===== config.mk =====
export PLATFORM = sky130hd
export DESIGN_NAME = mac_operand_streamer
export DESIGN_NICKNAME = d
export VERILOG_FILES = /design/src/rtl/mac_stream_pkg.sv /design/src/rtl/vec_operand_buf.sv /design/src/rtl/mac_operand_streamer.sv
export SDC_FILE = /design/constraint.sdc
export NUM_CORES = 1
export LEC_CHECK = 0
export CAP_MARGIN = 20
export CORE_AREA = 2 2 111 113
export DETAILED_ROUTE_END_ITERATION = 6
export DIE_AREA = 0 0 113 115
export DONT_BUFFER_PORTS = 1
export PLACE_DENSITY = 0.71
export SYNTH_ARGS = -nofsm -noshare
export SYNTH_HDL_FRONTEND = slang
export SYNTH_SLANG_ARGS = --single-unit

===== constraint.sdc =====
create_clock -name clk -period 5.5 [get_ports clk]
set_clock_uncertainty 0.2 [all_clocks]
set_input_delay 1.375 -clock clk [delete_from_list [all_inputs] [get_ports clk]]
set_output_delay 1.375 -clock clk [all_outputs]
set_load 0.01 [all_outputs]

===== src/rtl/mac_stream_pkg.sv =====
// mac_stream_pkg
// Shared types and constants for the MAC operand streamer.
//   state_t      : streamer FSM states
//   DATA_W       : operand element width
//   ACC_W        : MAC accumulator / result width
//   DEF_DEPTH    : default buffer depth (elements per vector)
//   DEF_MAC_LAT  : default latency from last operand pair to final acc
package mac_stream_pkg;

  localparam int DATA_W      = 8;
  localparam int ACC_W       = 16;
  localparam int DEF_DEPTH   = 8;
  localparam int DEF_MAC_LAT = 2;

  typedef enum logic [2:0] {
    IDLE,
    CLEAR,
    STREAM,
    DRAIN,
    HOLD
  } state_t;

endpackage


===== src/rtl/vec_operand_buf.sv =====
// vec_operand_buf
// Two DEPTH x DATA_W operand vectors (A and B) with one shared write port
// and two combinational read ports addressed by the same element index.
//   clk      : clock
//   wr_en    : write strobe (already qualified by the caller)
//   wr_sel   : 0 = vector A, 1 = vector B
//   wr_addr  : element index to write
//   wr_data  : element value
//   rd_idx   : element index to read from both vectors
//   rd_a     : A[rd_idx]
//   rd_b     : B[rd_idx]
module vec_operand_buf
  import mac_stream_pkg::*;
#(
  parameter int DEPTH = DEF_DEPTH,
  parameter int AW    = 3
) (
  input  logic              clk,
  input  logic              wr_en,
  input  logic              wr_sel,
  input  logic [AW-1:0]     wr_addr,
  input  logic [DATA_W-1:0] wr_data,
  input  logic [AW-1:0]     rd_idx,
  output logic [DATA_W-1:0] rd_a,
  output logic [DATA_W-1:0] rd_b
);

  logic [DATA_W-1:0] mem_a [DEPTH];
  logic [DATA_W-1:0] mem_b [DEPTH];

  // Contents survive reset; the host reloads only what it changes.
  always_ff @(posedge clk) begin
    if (wr_en) begin
      if (wr_sel) begin
        mem_b[wr_addr] <= wr_data;
      end else begin
        mem_a[wr_addr] <= wr_data;
      end
    end
  end

  assign rd_a = mem_a[rd_idx];
  assign rd_b = mem_b[rd_idx];

endmodule


===== src/rtl/mac_operand_streamer.sv =====
// mac_operand_streamer
// Feeds a pipelined MAC with a dot product of two buffered vectors.
// On start it pulses the MAC clear, streams one A/B pair per clock,
// drains the MAC pipeline, then holds the captured acc/of on a
// valid/ready result port until the consumer takes it.
//   clk       : clock, rising edge
//   r         : synchronous active-low reset
//   wr_en/wr_sel/wr_addr/wr_data : host buffer write port (IDLE only)
//   len       : vector length, sampled with start (clamped to DEPTH)
//   start     : begin a dot product (honoured only in IDLE)
//   busy      : high whenever the FSM is not in IDLE
//   mac_r     : MAC clear (active-high)
//   mac_a/b   : operand pair to the MAC
//   mac_acc/of: accumulator and overflow flag from the MAC
//   res_valid/res_ready : result handshake
//   res_data/res_of     : captured dot product and overflow flag
module mac_operand_streamer
  import mac_stream_pkg::*;
#(
  parameter int DEPTH   = DEF_DEPTH,
  parameter int AW      = 3,
  parameter int MAC_LAT = DEF_MAC_LAT
) (
  input  logic              clk,
  input  logic              r,
  input  logic              wr_en,
  input  logic              wr_sel,
  input  logic [AW-1:0]     wr_addr,
  input  logic [DATA_W-1:0] wr_data,
  input  logic [AW:0]       len,
  input  logic              start,
  output logic              busy,
  output logic              mac_r,
  output logic [DATA_W-1:0] mac_a,
  output logic [DATA_W-1:0] mac_b,
  input  logic [ACC_W-1:0]  mac_acc,
  input  logic              mac_of,
  output logic              res_valid,
  input  logic              res_ready,
  output logic [ACC_W-1:0]  res_data,
  output logic              res_of
);

  localparam int DW = (MAC_LAT < 1) ? 1 : $clog2(MAC_LAT + 1);
  localparam logic [AW:0]   DEPTH_L = (AW+1)'(DEPTH);
  localparam logic [AW:0]   ONE_L   = (AW+1)'(1);
  localparam logic [DW-1:0] LAT_L   = DW'(MAC_LAT);

  state_t            state, state_n;
  logic [AW-1:0]     idx, idx_n;
  logic [AW:0]       len_q, len_n;
  logic [AW:0]       last_idx;
  logic [AW:0]       eff_len;
  logic [DW-1:0]     dcnt, dcnt_n;
  logic              busy_n, mac_r_n, res_valid_n, res_of_n;
  logic [DATA_W-1:0] mac_a_n, mac_b_n;
  logic [DATA_W-1:0] rd_a, rd_b;
  logic [ACC_W-1:0]  res_data_n;
  logic              buf_we;

  function automatic logic [AW:0] clamp_len(input logic [AW:0] l);
    return (l > DEPTH_L) ? DEPTH_L : l;
  endfunction

  assign eff_len  = clamp_len(len);
  assign last_idx = len_q - ONE_L;
  // A write coinciding with start lands before the first read two edges later.
  assign buf_we   = wr_en && (state == IDLE);

  vec_operand_buf #(
    .DEPTH (DEPTH),
    .AW    (AW)
  ) u_buf (
    .clk     (clk),
    .wr_en   (buf_we),
    .wr_sel  (wr_sel),
    .wr_addr (wr_addr),
    .wr_data (wr_data),
    .rd_idx  (idx),
    .rd_a    (rd_a),
    .rd_b    (rd_b)
  );

  // Outputs are registered from the current state, so each state's MAC
  // drive appears one cycle after the state is entered. DRAIN therefore
  // spans MAC_LAT+1 edges: MAC_LAT zero cycles plus the capture edge.
  always_comb begin
    state_n     = state;
    idx_n       = idx;
    len_n       = len_q;
    dcnt_n      = dcnt;
    busy_n      = busy;
    mac_r_n     = 1'b0;
    mac_a_n     = '0;
    mac_b_n     = '0;
    res_valid_n = res_valid;
    res_data_n  = res_data;
    res_of_n    = res_of;
    case (state)
      IDLE: begin
        if (start) begin
          busy_n = 1'b1;
          if (eff_len == '0) begin
            // Empty vector: result is zero, MAC is left alone.
            state_n     = HOLD;
            res_valid_n = 1'b1;
            res_data_n  = '0;
            res_of_n    = 1'b0;
          end else begin
            state_n = CLEAR;
            len_n   = eff_len;
          end
        end
      end
      CLEAR: begin
        mac_r_n = 1'b1;
        idx_n   = '0;
        state_n = STREAM;
      end
      STREAM: begin
        mac_a_n = rd_a;
        mac_b_n = rd_b;
        if ({1'b0, idx} == last_idx) begin
          dcnt_n  = '0;
          state_n = DRAIN;
        end else begin
          idx_n = idx + AW'(1);
        end
      end
      DRAIN: begin
        if (dcnt == LAT_L) begin
          res_data_n  = mac_acc;
          res_of_n    = mac_of;
          res_valid_n = 1'b1;
          state_n     = HOLD;
        end else begin
          dcnt_n = dcnt + DW'(1);
        end
      end
      HOLD: begin
        if (res_ready) begin
          res_valid_n = 1'b0;
          busy_n      = 1'b0;
          state_n     = IDLE;
        end
      end
      default: begin
        state_n = IDLE;
        busy_n  = 1'b0;
      end
    endcase
  end

  always_ff @(posedge clk) begin
    if (!r) begin
      state     <= IDLE;
      idx       <= '0;
      len_q     <= '0;
      dcnt      <= '0;
      busy      <= 1'b0;
      mac_r     <= 1'b1;
      mac_a     <= '0;
      mac_b     <= '0;
      res_valid <= 1'b0;
      res_data  <= '0;
      res_of    <= 1'b0;
    end else begin
      state     <= state_n;
      idx       <= idx_n;
      len_q     <= len_n;
      dcnt      <= dcnt_n;
      busy      <= busy_n;
      mac_r     <= mac_r_n;
      mac_a     <= mac_a_n;
      mac_b     <= mac_b_n;
      res_valid <= res_valid_n;
      res_data  <= res_data_n;
      res_of    <= res_of_n;
    end
  end

endmodule


==> run summary <==
Startpoint class of the critical path: an input pin. The routed design has 12.5 mm of wire. The total number of clock tree sinks is 176. The detailed router placed 3,508 vias in this run. The path class of the tightest hold or removal check is reg -> reg. The tools report the peak supply drop as 276 uV.

The die extent in y is 115 um. The initial utilization of the core area, before any placement, comes to 58.5%. The final weighted congestion in routability-driven placement is 0.739. Setup repair after global routing left no endpoint under its margin. Counting every instance in the synthesized netlist gives 416.

Relative max-transition margin: 29.0%. TritonCTS built the clock tree. In this run the power density over the cells is 369 nW/um2. The worst path needs 3.12 ns of the cycle, external delays included. The mapped netlist covers 6910 um2. At the end of the flow, the number of nets in the layout was 456. The initial DRC count is 279, and the count of boundary I/O pins is 74. The floorplan has 40 rows. After floorplanning, the core was sized to cover 11,800 um2. Relative to the synthesized area, the layout overhead comes to 9.31%. The run finished, with violations left. After synthesis, the mean cell area works out to 16.6 um2. The number of buffers added to fix hold violations after cts came out at 0.

The number of enable flip-flop cells after synthesis is 128. In this run the post-CTS setup repair buffer count came out at 0. The overall die area is 13,000 um2, and the initial antenna violation count is 0. The Yosys step of the flow raised 0 warnings. For this run, asynchronously set or reset flops after synthesis account for 0%. Summing the sequential cell areas from Yosys gives 69.5% of the chip area. Buffers placed on the I/O ports in this run total 0.

The number of detailed-routing iterations run before antenna repair is 7. The final core utilization was 64.0%; the aggregate global-route resource usage was 20.5%. Of all nets on the critical path, the largest fanout is 8. The tools report the sum of negative setup slack as 0 ns. On the final layout, the worst hold slack is 0.305 ns. CTS built an H-tree with a depth of 4.

Clock tree synthesis inserted a total of 17 buffers. By area the synthesized netlist is led by sky130_fd_sc_hd__edfxtp_1, sky130_fd_sc_hd__dfxtp_1, sky130_fd_sc_hd__mux4_2, sky130_fd_sc_hd__mux2i_1, sky130_fd_sc_hd__nand4b_1. At the later pin of the worst-skew pair, clock insertion delay measures 0.42 ns. The finished layout holds 575 standard cells, fillers aside. The number of instances resized during post-cts repair was 0.

The tools report the largest net degree at the start of global routing as 45. In the routed layout, each cell is associated on average with a via count of 6.10. The cell taking the most area after synthesis is sky130_fd_sc_hd__edfxtp_1. The post-route netlist has 16.6% of its cells at a drive strength greater than 1.

At the worst endpoint, the required time is 5.34 ns. The analysis attributes to cell leakage a power of 2.34 nW. The average wire length per cell after detail routing was 21.7 um. The checks that failed: DRC. Counting along the longest clock path gives a buffer depth of 2. The number of placed instances, taps included is 540, and the area of the multi-input gates is 1950 um2. The max-capacitance violation count is 0, and the number of max-slew violations in the final report is 0. Static timing analysis puts the maximum clock frequency at 321 MHz. The number of diodes added for antenna fixing was 0. For the worst setup path, the data arrival time is 2.96 ns.

The run gives 4810 um2 as the area taken by flip-flops and latches. The number of global-route vias before repair came out at 3,397. The prevailing post-synth register cell is sky130_fd_sc_hd__edfxtp_1. In the finished design, the share of the clock period the worst path needs comes to 56.7%.

Setup violations remaining at the end of the flow were counted as 0. The critical path is of the in -> reg type. The HPWL after detailed placement is 7.75 mm. For the residual overflow from global routing, the log shows 0.

The cell at the root of the clock tree is sky130_fd_sc_hd__clkbuf_16. For the post-synth net total, the log shows 457. The horizontal extent of the die is 113 um. The number of remaining DRC errors is 11, and the proportion of netlist area held by the largest area contributor is 55.6%. Count of unique library cells instantiated by Yosys: 47. The run gives 0 as the number of hold-slack violations in the final timing report. After filler insertion, the fill cell instance count of the layout stands at 866. The global-route wire length before repair came out at 19.2 mm. In this run the remaining antenna-violating nets after routing total 0. Ranked by instance count, the synthesized netlist is headed by sky130_fd_sc_hd__edfxtp_1, sky130_fd_sc_hd__dfxtp_1, sky130_fd_sc_hd__mux4_2. For the pin with the worst max-slew slack, the measured transition is 1.06 ns.

Synthesis inferred 176 register bits. The most common cell in the synthesized netlist is sky130_fd_sc_hd__edfxtp_1. Clock-pin slew was measured on the worst setup and hold paths at 0.06 ns.

The critical path endpoint category was a flip-flop.
==> through the flow <==
stage	area [um2]	power, mW	setup WS (ns)
final	7550	2.79	2.38
after global placement	6980	1.72	2.02
after global routing	7550	2.89	2.24
after detailed placement	6980	1.72	1.85
after CTS	7530	2.82	2.30
after floorplan	6910	1.69	2.40
==> sequential cells by signal, indices dropped and copies added, names as in the netlist <==
name	cells
len_q	4
u_buf.mem_a	64
idx	3
busy	1
mac_a	8
mac_b	8
mac_r	1
u_buf.mem_b	64
res_of	1
dcnt	2
res_valid	1
state	3
res_data	16
==> worst paths after layout <==
kind / start / end / slack (ns) / depth (start not counted)
setup reg to reg: state[2] / u_buf.mem_a[0][3] / 2.69 / 4
hold / removal: len_q[3] / len_q[3] / 0.30 / 2
setup / recovery: wr_en / u_buf.mem_a[0][3] / 2.38 / 4
hold reg to reg: len_q[3] / len_q[3] / 0.30 / 2
==> layout by cell type (no fill, tap or decap), types with 4 or more instances in the layout <==
cell	instances
sky130_fd_sc_hd__clkbuf_16	19
sky130_fd_sc_hd__o21ai_1	11
sky130_fd_sc_hd__nor3_1	6
sky130_fd_sc_hd__nor2_1	29
sky130_fd_sc_hd__mux2i_1	18
sky130_fd_sc_hd__nor2b_1	4
sky130_fd_sc_hd__nand2_1	12
sky130_fd_sc_hd__edfxtp_1	128
sky130_fd_sc_hd__mux4_2	32
sky130_fd_sc_hd__a21boi_1	19
sky130_fd_sc_hd__o21ai_0	8
sky130_fd_sc_hd__nand4b_1	20
sky130_fd_sc_hd__a21boi_0	4
sky130_fd_sc_hd__clkbuf_1	8
sky130_fd_sc_hd__nand2b_1	8
sky130_fd_sc_hd__dfxtp_1	47
==> power breakdown <==
part / switching (mW) / total, mW / internal, mW
clock: 0.452 / 1.09 / 0.643
combinational: 0.108 / 0.206 / 0.0982
sequential: 0.0275 / 1.48 / 1.46
total: 0.588 / 2.79 / 2.20
==> critical path: stages <==
cell,delay [ns]
sky130_fd_sc_hd__nor4b_2,0.40
sky130_fd_sc_hd__nor2b_1,0.24
sky130_fd_sc_hd__nand2b_1,0.12
sky130_fd_sc_hd__nor3_1,0.82
==> cell type report <==
class                      instances  share of cell area [%]
clock buffer                      28                    6.87
clock inverter                     4                   0.331
inverter                           4                   0.199
multi-input combinational        210                    25.9
sequential                       176                    63.6
tap                              147                    2.43
timing repair buffer               6                   0.663
==> per-layer routing <==
layer	routed length, um	up-vias	GRT usage (%)
met4	187	0	7.80
met3	1090	14	6.48
met2	5900	139	30.4
met5	0	-	0
li1	-	1621	-
met1	5300	1734	28.9
==> cell families (layout without fill, tap and decap cells) <==
group                    count (synthesis)  after routing  synth area share [%]
adder cells (fa/ha/maj)                  3              3                 0.543
AND/OR/NAND/NOR                         97             97                  8.55
XOR/XNOR                                 3              3                 0.380
buffers and inverters                   30             42                  2.19
AO/OA/AOI/OAI                           57             57                  5.78
multiplexers                            50             50                  13.0
flip-flops                             176            176                  69.5
(Power assumes the default switching activity.)
